`src/rtl/pwm_pkg.sv`:
```
// Shared types for the PWM generator / capture pair.
package pwm_pkg;

  localparam int CNT_W_DEF = 16;

  typedef enum logic [1:0] {
    IDLE = 2'd0,
    ARM  = 2'd1,
    MEAS = 2'd2
  } state_e;

endpackage

```
`src/rtl/sync_edge.sv`:
```
// Synchroniser for an asynchronous pin plus a delay flop for edge detection.
// Rise and fall come from the same flop pair, so both edges see identical latency.
module sync_edge #(
  parameter int SYNC_STAGES = 2
) (
  input  logic clk,
  input  logic rst,
  input  logic d_i,
  output logic level_o,
  output logic rise_o,
  output logic fall_o
);

  logic [SYNC_STAGES-1:0] sync_q;
  logic                   prev_q;

  always_ff @(posedge clk) begin
    if (rst) begin
      sync_q <= '0;
      prev_q <= 1'b0;
    end else begin
      sync_q <= {sync_q[SYNC_STAGES-2:0], d_i};
      prev_q <= sync_q[SYNC_STAGES-1];
    end
  end

  assign level_o = sync_q[SYNC_STAGES-1];
  assign rise_o  = sync_q[SYNC_STAGES-1] & ~prev_q;
  assign fall_o  = ~sync_q[SYNC_STAGES-1] & prev_q;

endmodule

```
`src/rtl/pwm_capture.sv`:
```
// Measures PWM period and high time in clk cycles; one strobe per completed cycle.
// A missing rising edge for TIMEOUT cycles raises a sticky timeout and re-arms.
module pwm_capture
  import pwm_pkg::*;
#(
  parameter int CNT_W       = CNT_W_DEF,
  parameter int TIMEOUT     = 16'hFFFF,
  parameter int SYNC_STAGES = 2
) (
  input  logic             clk,
  input  logic             rst,
  input  logic             en,
  input  logic             pwm_in,
  output logic [CNT_W-1:0] period_o,
  output logic [CNT_W-1:0] high_o,
  output logic             meas_valid,
  output logic             timeout,
  output logic             level_o
);

  localparam logic [CNT_W-1:0] TMO = CNT_W'(TIMEOUT);

  logic             rise;
  logic             fall;
  state_e           state_q;
  logic [CNT_W-1:0] cnt_q;
  logic [CNT_W-1:0] cnt_d;
  logic [CNT_W-1:0] hi_len_q;
  logic [CNT_W-1:0] period_q;
  logic [CNT_W-1:0] high_q;
  logic             meas_valid_q;
  logic             timeout_q;

  sync_edge #(
    .SYNC_STAGES(SYNC_STAGES)
  ) u_sync_edge (
    .clk    (clk),
    .rst    (rst),
    .d_i    (pwm_in),
    .level_o(level_o),
    .rise_o (rise),
    .fall_o (fall)
  );

  assign cnt_d = cnt_q + CNT_W'(1);

  always_ff @(posedge clk) begin
    if (rst) begin
      state_q      <= IDLE;
      cnt_q        <= '0;
      hi_len_q     <= '0;
      period_q     <= '0;
      high_q       <= '0;
      meas_valid_q <= 1'b0;
      timeout_q    <= 1'b0;
    end else begin
      meas_valid_q <= 1'b0;
      if (!en) begin
        state_q   <= IDLE;
        cnt_q     <= '0;
        hi_len_q  <= '0;
        timeout_q <= 1'b0;
      end else begin
        case (state_q)
          IDLE: begin
            cnt_q    <= '0;
            hi_len_q <= '0;
            state_q  <= ARM;
          end
          ARM: begin
            if (rise) begin
              cnt_q   <= CNT_W'(1);
              state_q <= MEAS;
            end
          end
          MEAS: begin
            // A rise always closes the period, even on the timeout cycle.
            if (rise) begin
              period_q     <= cnt_q;
              high_q       <= hi_len_q;
              meas_valid_q <= 1'b1;
              timeout_q    <= 1'b0;
              cnt_q        <= CNT_W'(1);
            end else if (cnt_q == TMO) begin
              timeout_q <= 1'b1;
              cnt_q     <= '0;
              state_q   <= ARM;
            end else begin
              cnt_q <= cnt_d;
              if (fall) hi_len_q <= cnt_q;
            end
          end
          default: state_q <= IDLE;
        endcase
      end
    end
  end

  assign period_o   = period_q;
  assign high_o     = high_q;
  assign meas_valid = meas_valid_q;
  assign timeout    = timeout_q;

endmodule
```
`config.mk`:
```
export PLATFORM = sky130hd
export DESIGN_NAME = pwm_capture
export DESIGN_NICKNAME = d
export VERILOG_FILES = /design/src/rtl/pwm_pkg.sv /design/src/rtl/sync_edge.sv /design/src/rtl/pwm_capture.sv
export SDC_FILE = /design/constraint.sdc
export NUM_CORES = 1
export LEC_CHECK = 0
export BUFFER_PORTS_ARGS = -buffer_cell sky130_fd_sc_hd__buf_2
export CORE_MARGIN = 2
export CORE_UTILIZATION = 45
export CTS_CLUSTER_SIZE = 8
export DETAILED_ROUTE_END_ITERATION = 7
export PLACE_DENSITY = 0.67
export SLEW_MARGIN = 40
export SYNTH_ARGS = -nofsm -noshare
export SYNTH_HDL_FRONTEND = slang
export SYNTH_SLANG_ARGS = --single-unit
```
`constraint.sdc`:
```
create_clock -name clk -period 1.95 [get_ports clk]
set_input_delay 0 -clock clk [delete_from_list [all_inputs] [get_ports clk]]
set_output_delay 0 -clock clk [all_outputs]
set_load 0.005 [all_outputs]
```
# --- Yosys cells after proc, flatten, opt, wreduce, memory -nomap -nowiden ---
# Index checks and enable logic that the tools add are counted.
totals:
  mem_bits_rw: 0
  memories: 0
  out_inout_bits: 35
  romBits: 0
  elab_cells: 50
  latchBits: 0
  register_bits: 71
  inputBits: 4
classes:
  addsub: 1
  shift: 0
  eq_ne: 8
  n_mul: 0
  n_lt_le_gt_ge: 0
  bitwise_logic: 6
  div_mod_pow: 0
  reduce_logical: 11
  muxes: 15
op_table:
  columns: ["op", "count"]
  rows:
  - ["two-way mux 16 bit", 6]
  - ["case mux 16 bit (3 select lines)", 1]
  - ["case mux 16 bit (2 select lines)", 1]
  - ["adder 16 x 1 -> 16 bit, second input constant", 1]
  - ["equality test 16 bit, second input constant", 1]
  - ["!= test 2 bit, second input constant", 5]
  - ["two-way mux 2 bit", 3]
  - ["case mux 2 bit (3 select lines)", 1]
  - ["AND reduction 3 bit", 2]
  - ["NOT 1 bit", 4]
  - ["AND reduction 2 bit", 2]
  - ["AND reduction 4 bit", 1]
  - ["nonzero test 2 bit", 2]
  - ["two-way mux 1 bit", 3]
  - ["nonzero test 3 bit", 1]
  - ["OR reduction 3 bit", 1]
  - ["bitwise AND 1 bit", 2]
  - ["equality test 2 x 1 -> 1 bit, second input constant", 1]
  - ["equality test 2 bit, second input constant", 1]
  - ["zero test 2 bit", 1]
  - ["OR reduction 2 bit", 1]

# --- Logic depth before layout (Yosys ltp) ---
# Gate-level depths: netlist of run 1.
depth:
  word_depth: 6
  mapped_depth: 8
  ltp_nobuf: 6

# --- Modules after synthesis ---
# From an unflattened synthesis of run 1, not the netlist that was laid out.
unflattened:
  hier_cells: 325
  hier_area_um2: 2902.8
modules_own_cells:
  columns: ["mod", "cells_each", "n_inst", "area_each_um2"]
  rows:
  - ["pwm_capture", 317, 1, 2811.4]
  - ["sync_edge", 8, 1, 91.3]

# --- Least setup slack after synthesis of run 1 ---
# No wires, ideal clock.
synth_path:
  path_kind: "reg-to-reg"
  startpoint: "register cnt_q[0]"
  endpoint: "register hi_len_q[11]"
  setup_time_ns: 0.115
  period_less_slack_ns: 1.826
  t_required_ns: 1.835
  slack_ns: 0.124
  path_stages_with_launch: 8
  arrival_time_ns: 1.711
  cell_sequence: "dfxtp_1 -> ha_1 -> nand4_1 -> nor4_4 -> nor4b_2 -> buf_6 -> nand3_1 -> o21ai_2"
synth_between:
  elab_chain_cells: 3
synth_lines:
  columns: ["element", "line_no", "rtl"]
  rows:
  - ["from (decl)", "pwm_capture.sv:26", "logic [CNT_W-1:0] cnt_q;"]
  - ["from (signal assigned)", "pwm_capture.sv:89", "cnt_q <= cnt_d;"]
  - ["equality test 16 bit", "pwm_capture.sv:84", "end else if (cnt_q == TMO) begin"]
  - ["!= test 2 bit (no line)", null, null]
  - ["AND reduction 4 bit (no line)", null, null]
  - ["to (signal assigned)", "pwm_capture.sv:90", "if (fall) hi_len_q <= cnt_q;"]
  - ["to (decl)", "pwm_capture.sv:28", "logic [CNT_W-1:0] hi_len_q;"]
# Every way passes these cells.
# A chain may end at the register's enable or synchronous reset.

# --- Worst setup path after layout of run 1 ---
layout_path:
  startpoint: "register state_q[0]"
  endpoint: "register cnt_q[9]"
layout_between:
  elab_chain_cells: 3
layout_lines:
  columns: ["element", "line_no", "rtl"]
  rows:
  - ["from (decl)", "pwm_capture.sv:25", "state_e state_q;"]
  - ["from (signal assigned)", "pwm_capture.sv:49", "state_q <= IDLE;"]
  - ["from (signal assigned)", "pwm_capture.sv:59", "state_q <= IDLE;"]
  - ["from (signal assigned)", "pwm_capture.sv:68", "state_q <= ARM;"]
  - ["equality test 2 x 1 -> 1 bit (tied with other cells)", "pwm_capture.sv:64", "case (state_q)"]
  - ["!= test 2 bit (no line) / nonzero test 3 bit (equally long branches)", null, null]
  - ["AND reduction 2 bit (no line)", null, null]
# Parallel ways exist; a longest one is shown, timed or not.

==> results.json, run 1 <==
{
  "diodes": 0,
  "io_pins": 39,
  "r2r_slack_ns": 0.15,
  "num_vias": 2702,
  "die_w_um": 86.22,
  "cts_tree": "done",
  "stdcell_count": 505,
  "io_buffers": 38,
  "grt_max_degree": 37,
  "path_cells": "inv_1 > ha_2 > nand3_4 > nor3_4 > or3b_1 > a31oi_1",
  "totalNegativeSetupSlack_ns": 0,
  "cp.required_ns": 2.23,
  "async_reset_ff_share_pct": 0,
  "cellPowerDensity_mw_per_mm2": 747.7,
  "grt_overflow_total": 0,
  "placed_cells": 488,
  "vdd_drop_max_mv": 0.3682,
  "netlist_instances": 369,
  "start_kind": "register",
  "gp_congestion": 0.9192,
  "crit_start": "state_q[0]",
  "routed_wl_mm": 7.087,
  "synth_area_per_cell_sq_um": 8.243,
  "syn_nets": 378,
  "ys_warn_count": 0,
  "cp_slowest_cell": "dfxtp_1",
  "synth-edff-count": 0,
  "slew_headroom_pct": 67.30,
  "first_pass_iters": 4,
  "viasPerCell": 5.350,
  "worstMarginPinSlew_ns": 0.4906,
  "synth_cell_type_count": 45,
  "rows": 29,
  "antenna_left": 0,
  "crit_fanout": 8,
  "dp_hpwl_mm": 4.994,
  "fin_crit_sh_pct": 92.42,
  "core-area_sq_mm": 0.006459,
  "cts_buffer_depth": 2,
  "grt_pass1_vias": 2460,
  "cp.depth": 6,
  "rsz0062_at_grt": "no",
  "nets": 432,
  "path_clk_slew_ns": 0.08,
  "cap_violations": 0,
  "path_buf_inv": 1,
  "start_util_pct": 47.09,
  "antenna_found_initial": 0,
  "synth-main-ff-cell": "dfxtp_1",
  "drive_gt1_share_pct": 26.17,
  "crit_family": "simple AND/OR/NAND/NOR gates",
  "grt_pass1_wl_mm": 12.08,
  "die_y_um": 86.22,
  "criticalPathCategory": "register to register",
  "maxSlewViolCount": 0,
  "dpl-instance-area_sq_mm": 0.003460,
  "endpoint_kind": "register",
  "avgRoutedWirePerCell_um": 14.03,
  "drt-initial-drc-count": 195,
  "finalSetupViolCount": 0,
  "reg2reg_to": "cnt_q[9]",
  "syn2layout_area_growth_pct": 21.02,
  "max_freq_ghz": 0.5549,
  "finalClockSkew_ns": 0.007573,
  "cp.arrival_ns": 2.08,
  "p_leak_nw": 1.379,
  "ys_seq_area_share_pct": 46.73,
  "die-area_sq_mm": 0.007433,
  "status": "complete, no violations",
  "hp-class": "input port to register",
  "cts_made_buffers": 9,
  "cts.sinks": 71,
  "worstSetupEndpoint": "cnt_q[9]",
  "reg2reg_depth": 6,
  "hold_violations": 0,
  "r2r-start": "state_q[0]",
  "cpPeakStageDelay_ns": 0.38,
  "postCtsSetupBuffers": 0,
  "insertion_delay_ns": 0.35,
  "period_needed_ns": 1.802,
  "cts-root-buf": "clkbuf_8",
  "cts.htree.levels": 3,
  "synth_seq_cells": 71,
  "grt_usage_pct": 20.59,
  "drcViolationCount": 0,
  "final_area_sq_mm": 0.003681,
  "synth_area_sq_mm": 0.003042
}
metal layers:
layer	GRT usage, %	wire [um]
met1	28.81	3477
met2	31.01	3146
met3	3.619	323
met4	9.659	140
met5	0	0
worst min-delay path by stage:
stage	from	to	slack [ns]	depth (start not counted)
finish	rst	u_sync_edge.prev_q	0.16	3
global route	rst	u_sync_edge.prev_q	0.19	3
CTS	rst	u_sync_edge.sync_q[0]	0.16	3
detailed placement	pwm_in	u_sync_edge.sync_q[0]	0.23	2
global placement	pwm_in	u_sync_edge.sync_q[0]	0.21	2
floorplan	pwm_in	u_sync_edge.sync_q[0]	0.13	1
cell type report:
| cell class | instances | area, sq um |
|---|---|---|
| Sequential cell | 71 | 1423 |
| Tap cell | 77 | 96.34 |
| Clock buffer | 10 | 137.6 |
| Timing Repair Buffer | 71 | 465.4 |
| Multi-Input combinational cell | 265 | 1473 |
| Clock inverter | 6 | 67.56 |
| Fill cell | 587 | 2778 |
| Inverter | 5 | 18.77 |
metrics by stage:
step                      utilization, %  setup slack (ns)  hold WS, ns  total power [W]
after detailed placement           53.56            0.1356       0.2295         0.001583
after CTS                          56.90            0.1074       0.1648         0.002779
after global placement             53.56            0.1958       0.2108         0.001584
final                              56.99            0.1478       0.1565         0.002752
after global routing               56.99          0.002641       0.1888         0.002846
after floorplan                        -            0.1244       0.1282         0.001551
layout by cell type, fill, tap and decap left out, types with 4 or more instances in the layout:
cell type	n
nand2_1	97
dfxtp_1	70
a21oi_1	43
buf_2	38
buf_4	30
nand3_1	26
o21ai_2	12
nor2_1	11
clkbuf_8	10
a31oi_1	6
nor3_1	6
inv_1	5
nor2b_1	5
nand4_1	5
o21ai_0	5
o21ai_1	5
nor4_1	4
synthesized netlist by cell type, types with 4 or more instances:
cell | instances | area, sq um
a21oi_1 | 43 | 215.2
a31oi_1 | 6 | 37.54
buf_2 | 7 | 35.03
clkbuf_1 | 15 | 56.30
dfxtp_1 | 71 | 1421
ha_1 | 5 | 62.56
inv_1 | 5 | 18.77
nand2_1 | 97 | 364.1
nand3_1 | 26 | 130.1
nand4_1 | 5 | 31.28
nor2_1 | 11 | 41.29
nor2b_1 | 5 | 31.28
nor3_1 | 6 | 30.03
nor4_1 | 4 | 25.02
o21ai_0 | 5 | 25.02
o21ai_1 | 5 | 25.02
o21ai_2 | 12 | 105.1
cell families after synthesis:
logic type,after synthesis,synth area share [%]
buffers and inverters,33,5.306
and+or+nand+nor,175,28.51
DFF,71,46.73
xor gates and xnor gates,3,0.8640
AOI/OAI and AO/OA,81,16.21
muxes,1,0.3291
adders and majority gates,5,2.057
registers in the layout, indices dropped and copies added (netlist names):
signal / flops
timeout: 1
meas_valid: 1
state_q: 2
period_o: 16
cnt_q: 16
u_sync_edge.sync_q: 2
hi_len_q: 16
u_sync_edge.prev_q: 1
high_o: 16
where the power goes:
part	internal [W]	switching, W
Sequential	0.00145	0.00000407
Clock	0.000629	0.000570
Combinational	0.0000336	0.0000623
worst min-delay path, delay by kind of cell:
| family | cells | cell delay, ns |
|---|---|---|
| buffers and inverters | 2 | 0.34 |
| AND/OR/NAND/NOR | 1 | 0.13 |
timing repair:
| item | 4_1_cts | 5_1_grt |
|---|---|---|
| endpoints found under the hold margin | 1 | 0 |
| hold buffers | 1 | 0 |
| gates resized for setup | 0 | 3 |
| endpoints found under the setup margin | 0 | 3 |
No activity file was read; power rests on OpenSTA's default activity.
==> run 2: changes to the inputs <==
PLACE_DENSITY = not set   (was 0.67)
SKIP_LAST_GASP = 1   (was not set)
clock period = 2.35 ns   (was 1.95 ns; I/O delays follow)
==> results.json, run 2 (synthesis gave the netlist of run 1 again) <==
{
  "drive_gt1_share_pct": 22.78,
  "final_common_cell": "nand2_1",
  "rsz0062_at_grt": "no",
  "cts.htree.levels": 3,
  "reg2reg_to": "hi_len_q[10]",
  "grt_overflow_total": 0,
  "gp_congestion": 0.8315,
  "viasPerCell": 5.300,
  "cts-root-buf": "clkbuf_8",
  "seqPwrFrac_pct": 48.5,
  "start_util_pct": 47.09,
  "criticalPathCategory": "register to register",
  "io_buffers": 38,
  "crit_fanout": 32,
  "slew_headroom_pct": 63.28,
  "vdd_drop_max_mv": 0.2940,
  "cts_buffer_depth": 2,
  "syn2layout_area_growth_pct": 18.76,
  "hold-worst-slack_ns": 0.2152,
  "finalClockSkew_ns": 0.005528,
  "grt_pass1_wl_mm": 12.03,
  "mostFrequentLayoutCells": "nand2_1, dfxtp_1, a21oi_1",
  "cpPeakStageDelay_ns": 0.56,
  "die-area_sq_mm": 0.007433,
  "combPwrFrac_pct": 3.1,
  "antenna_found_initial": 0,
  "routed_wl_mm": 7.121,
  "drcViolationCount": 0,
  "min-delay-start": "en",
  "cap_violations": 0,
  "insertion_delay_ns": 0.35,
  "cp.required_ns": 2.57,
  "avgRoutedWirePerCell_um": 14.41,
  "holdBufCountCts": 3,
  "r2r_slack_ns": 0.23,
  "die_y_um": 86.22,
  "p_int_w": 0.001969,
  "cts_resized": 0,
  "min_to": "cnt_q[1]",
  "path_buf_inv": 1,
  "cts.sinks": 71,
  "swShare_pct": 20.97,
  "path_clk_slew_ns": 0.08,
  "hold_depth": 3,
  "maxSlewViolCount": 0,
  "rows": 29,
  "start_kind": "register",
  "cp_slowest_cell": "nor4_4",
  "utilization_pct": 55.93,
  "nets": 421,
  "multi_input_comb_area_sq_mm": 0.001468,
  "cp.arrival_ns": 2.34,
  "first_pass_iters": 5,
  "power_frac_clock_pct": 48.4,
  "path_cells": "ha_1 > nand4_1 > nor4_4 > nor4b_4 > buf_4 > nand3_1 > o21ai_1",
  "endpoint_kind": "register",
  "postCtsSetupBuffers": 0,
  "hp-class": "input port to register",
  "nFillCells": 627,
  "fin_crit_sh_pct": 90.17,
  "dp_hpwl_mm": 4.804,
  "totalNegativeSetupSlack_ns": 0,
  "die_w_um": 86.22,
  "diodes": 0,
  "seqCellArea_sq_mm": 0.001421,
  "cellPowerDensity_mw_per_mm2": 689.8,
  "status": "complete, no violations",
  "grt_max_degree": 33,
  "grt_pass1_vias": 2519,
  "num_vias": 2618,
  "max_freq_ghz": 0.4719,
  "crit_family": "simple AND/OR/NAND/NOR gates",
  "switchingPower_w": 0.0005226,
  "reg2reg_depth": 7,
  "r2r-start": "cnt_q[1]",
  "io_pins": 39,
  "finalSetupViolCount": 0,
  "worstMarginPinSlew_ns": 0.5467,
  "drt-initial-drc-count": 151,
  "cts_made_buffers": 9,
  "cts_tree": "done",
  "hold_violations": 0,
  "antenna_left": 0,
  "period_needed_ns": 2.119,
  "p_leak_nw": 1.344,
  "grt_usage_pct": 20.91,
  "core-area_sq_mm": 0.006459
}
run 2: cell count changes in the layout (fill, tap and decap cells not counted):
cell / previous run / this run
bufinv_16: 1 / 3
ha_1: 3 / 5
buf_4: 30 / 19
dlygate4sd3_1: 1 / 3
clkinvlp_4: 2 / 0
buf_12: 2 / 0
clkinv_4: 1 / 0
dfxtp_1: 70 / 71
dfxtp_2: 1 / 0
clkbuf_1: 0 / 1
ha_2: 2 / 0
run 2: worst reg2reg max path, cell delays in order (launching register included):
cell     delay (ns)
dfxtp_1        0.43
ha_1           0.26
nand4_1        0.16
nor4_4         0.56
nor4b_4        0.09
buf_4          0.28
nand3_1        0.16
o21ai_1        0.07
run 2: stage by stage:
step / cell area [sq um] / setup slack (ns) / power (W) / std cells
6_report: 3612 / 0.2310 / 0.002492 / 494
5_1_grt: 3612 / 0.04115 / 0.002577 / 494
4_1_cts: 3612 / 0.2272 / 0.002518 / 494
3_5_place_dp: 3337 / 0.2440 / 0.001311 / 475
3_3_place_gp: 3337 / 0.3350 / 0.001311 / 475
2_1_floorplan: 3042 / 0.5244 / 0.001287 / 369
run 2: power by group through the flow:
stage / Sequential [W] / Clock (W) / Combinational [W]
detailed placement: 0.00124 / 0 / 0.0000742
CTS: 0.00121 / 0.00123 / 0.0000783
global route: 0.00121 / 0.00128 / 0.0000866
finish: 0.00121 / 0.00121 / 0.0000782
floorplan: 0.00124 / 0 / 0.0000511
global placement: 0.00124 / 0 / 0.0000744
run 2: worst max path at each step:
stage / slack (ns) / end / cells after the start / start
after global routing: 0.04 / hi_len_q[10] / 7 / cnt_q[1]
after detailed placement: 0.24 / hi_len_q[4] / 7 / cnt_q[1]
after CTS: 0.23 / hi_len_q[2] / 7 / cnt_q[1]
after floorplan: 0.52 / hi_len_q[11] / 7 / cnt_q[0]
final: 0.23 / hi_len_q[10] / 7 / cnt_q[1]
after global placement: 0.34 / hi_len_q[4] / 7 / cnt_q[1]
run 2: cell type report:
cell class,count,area share (%)
multi-input cells,265,40.63
flip-flops and latches,71,39.35
repair buffers,60,10.05
clock buffers,11,3.914
clock inverters,5,2.875
well taps,77,2.667
inverters,5,0.5196
run 2: layer usage:
layer / global-route usage (%) / share of wire [%] / vias up
met3: 4.000 / 5.2 / 7
met4: 10.80 / 0.90 / 0
li1: - / - / 1359
met2: 31.36 / 43 / 70
met1: 28.72 / 51 / 1182
met5: 0 / 0 / -
==> run 3: changes to the inputs <==
ABC_AREA = 1   (was not set)
==> results.json, run 3 <==
{
  "syn2layout_area_growth_pct": 13.38,
  "cts_made_buffers": 9,
  "synth_area_leaders": "dfxtp_1, nand3_1, nand2_1, a21oi_1, nor2_1",
  "reg2reg_depth": 8,
  "reg2reg_to": "cnt_q[12]",
  "criticalPathCategory": "register to register",
  "worstMarginPinSlew_ns": 0.7050,
  "synth_most_common_cell": "dfxtp_1",
  "maxSlewViolCount": 0,
  "antenna_left": 0,
  "power_frac_clock_pct": 45.8,
  "grt_pass1_wl_mm": 11.83,
  "synth-main-ff-cell": "dfxtp_1",
  "grt_overflow_total": 0,
  "avgRoutedWirePerCell_um": 13.94,
  "cts.htree.levels": 3,
  "max_freq_ghz": 0.5204,
  "switchingPower_w": 0.0005236,
  "cts_resized": 0,
  "hp-class": "input port to register",
  "endpoint_kind": "register",
  "grt_usage_pct": 20.45,
  "totalNegativeSetupSlack_ns": 0,
  "worstSetupEndpoint": "cnt_q[12]",
  "viasPerCell": 5.216,
  "vdd_drop_max_mv": 0.2571,
  "p_int_w": 0.001845,
  "cp.required_ns": 2.58,
  "routed_wl_mm": 7.276,
  "seqPwrFrac_pct": 51.0,
  "grt_max_degree": 36,
  "stdcell_count": 522,
  "cts_buffer_depth": 2,
  "cellPowerDensity_mw_per_mm2": 675.0,
  "final_common_cell": "dfxtp_1",
  "io_pins": 39,
  "path_clk_slew_ns": 0.07,
  "synth_area_sq_mm": 0.003095,
  "async_reset_ff_share_pct": 0,
  "synth_commonest_cells": "dfxtp_1, nand2_1, nand3_1",
  "cp.arrival_ns": 2.15,
  "swShare_pct": 22.10,
  "p_leak_nw": 1.328,
  "gp_congestion": 0.9279,
  "drt-initial-drc-count": 145,
  "cap_violations": 0,
  "core-area_sq_mm": 0.006719,
  "dp_hpwl_mm": 5.121,
  "antenna_found_initial": 0,
  "crit_start": "cnt_q[0]",
  "cts-root-buf": "clkbuf_8",
  "hold_depth": 4,
  "postCtsSetupBuffers": 0,
  "die-area_sq_mm": 0.007559,
  "ys_warn_count": 0,
  "yosysTopAreaCell": "dfxtp_1",
  "mostFrequentLayoutCells": "dfxtp_1, nand2_1, nand3_1",
  "combPwrFrac_pct": 3.1,
  "crit_fanout": 21,
  "start_kind": "register",
  "r2r_slack_ns": 0.43,
  "cts.sinks": 71,
  "hold_violations": 0,
  "slew_headroom_pct": 52.95,
  "finalSetupViolCount": 0,
  "rsz0062_at_grt": "no",
  "drive_gt1_share_pct": 17.19,
  "grt_pass1_vias": 2379,
  "yosysTopAreaCellShare_pct": 45.92,
  "utilization_pct": 52.23,
  "cts_tree": "done",
  "first_pass_iters": 4,
  "io_buffers": 38,
  "insertion_delay_ns": 0.35,
  "synth_area_per_cell_sq_um": 7.587,
  "fin_crit_sh_pct": 81.77,
  "die_w_um": 86.94,
  "finalClockSkew_ns": 0.01333,
  "num_vias": 2723,
  "synth_cell_type_count": 29,
  "netlist_instances": 408,
  "placed_cells": 506,
  "syn_nets": 417,
  "synth_seq_cells": 71,
  "ys_seq_area_share_pct": 45.92,
  "die_y_um": 86.94,
  "period_needed_ns": 1.922,
  "diodes": 0,
  "drcViolationCount": 0,
  "r2r-start": "cnt_q[0]",
  "rows": 30,
  "synth-edff-count": 0,
  "status": "complete, no violations",
  "start_util_pct": 46.07,
  "nets": 447
}
==> run 3: per-layer routing <==
layer | global-route usage, % | up-vias | wire length, um
met5 | 0 | - | 0
met4 | 8.523 | 0 | 142
met3 | 5.308 | 12 | 372
met2 | 30.05 | 72 | 3203
met1 | 28.36 | 1235 | 3558
li1 | - | 1404 | -
==> run 3: cell families (layout without fill, tap and decap cells) <==
family	Yosys count	in the layout	synth area share (%)
AND/OR/NAND/NOR	204	204	30.80
AO/OA/AOI/OAI	60	60	9.984
XOR/XNOR	6	6	1.698
buffers and inverters	61	95	9.256
flip-flops	71	71	45.92
multiplexers	1	1	0.3234
adder cells (fa/ha/maj)	5	5	2.021
==> run 3: repair_timing <==
| action | CTS | global route |
|---|---|---|
| setup endpoints to repair | 0 | 0 |
| hold endpoints to repair | 1 | 0 |
| hold buffers | 1 | 0 |
==> run 3: power groups by stage <==
| stage | Sequential, W | Clock, W | Combinational, W |
|---|---|---|---|
| 2_1_floorplan | 0.00124 | 0 | 0.0000586 |
| 3_3_place_gp | 0.00124 | 0 | 0.0000729 |
| 3_5_place_dp | 0.00124 | 0 | 0.0000739 |
| 4_1_cts | 0.00121 | 0.00111 | 0.0000755 |
| 5_1_grt | 0.00121 | 0.00116 | 0.0000848 |
| 6_report | 0.00121 | 0.00109 | 0.0000746 |
==> run 3: layout make-up <==
class,count,area (sq um)
clock inverter,5,82.58
clock buffer,10,137.6
sequential,71,1421
tap,80,100.1
fill,668,3209
multi-input combinational,276,1388
inverter,34,127.6
timing repair buffer,46,252.7
==> run 3: per-stage QoR <==
step	total power, W	area (sq um)	hold slack (ns)	worst slack (ns)
floorplan	0.001295	3095	0.1070	0.8325
global placement	0.001309	3279	0.2113	0.5403
detailed placement	0.001310	3279	0.2167	0.4587
CTS	0.002396	3510	0.03676	0.4272
global route	0.002458	3510	0.07935	0.2260
finish	0.002369	3510	0.04867	0.4284
==> run 3: worst max-delay path, cell delays in order (launching register included) <==
cell	delay (ns)
dfxtp_1	0.42
ha_1	0.20
nand3_1	0.17
nor2_4	0.18
nand2_2	0.28
nand3_1	0.16
nand2_1	0.09
nand2_2	0.22
nor2_1	0.08
==> run 3: how the worst min path moves through the flow <==
| stage | start | to | slack [ns] |
|---|---|---|---|
| floorplan | pwm_in | u_sync_edge.sync_q[0] | 0.11 |
| global placement | pwm_in | u_sync_edge.sync_q[0] | 0.21 |
| detailed placement | pwm_in | u_sync_edge.sync_q[0] | 0.22 |
| CTS | rst | cnt_q[8] | 0.04 |
| global route | rst | cnt_q[8] | 0.08 |
| finish | rst | cnt_q[8] | 0.05 |
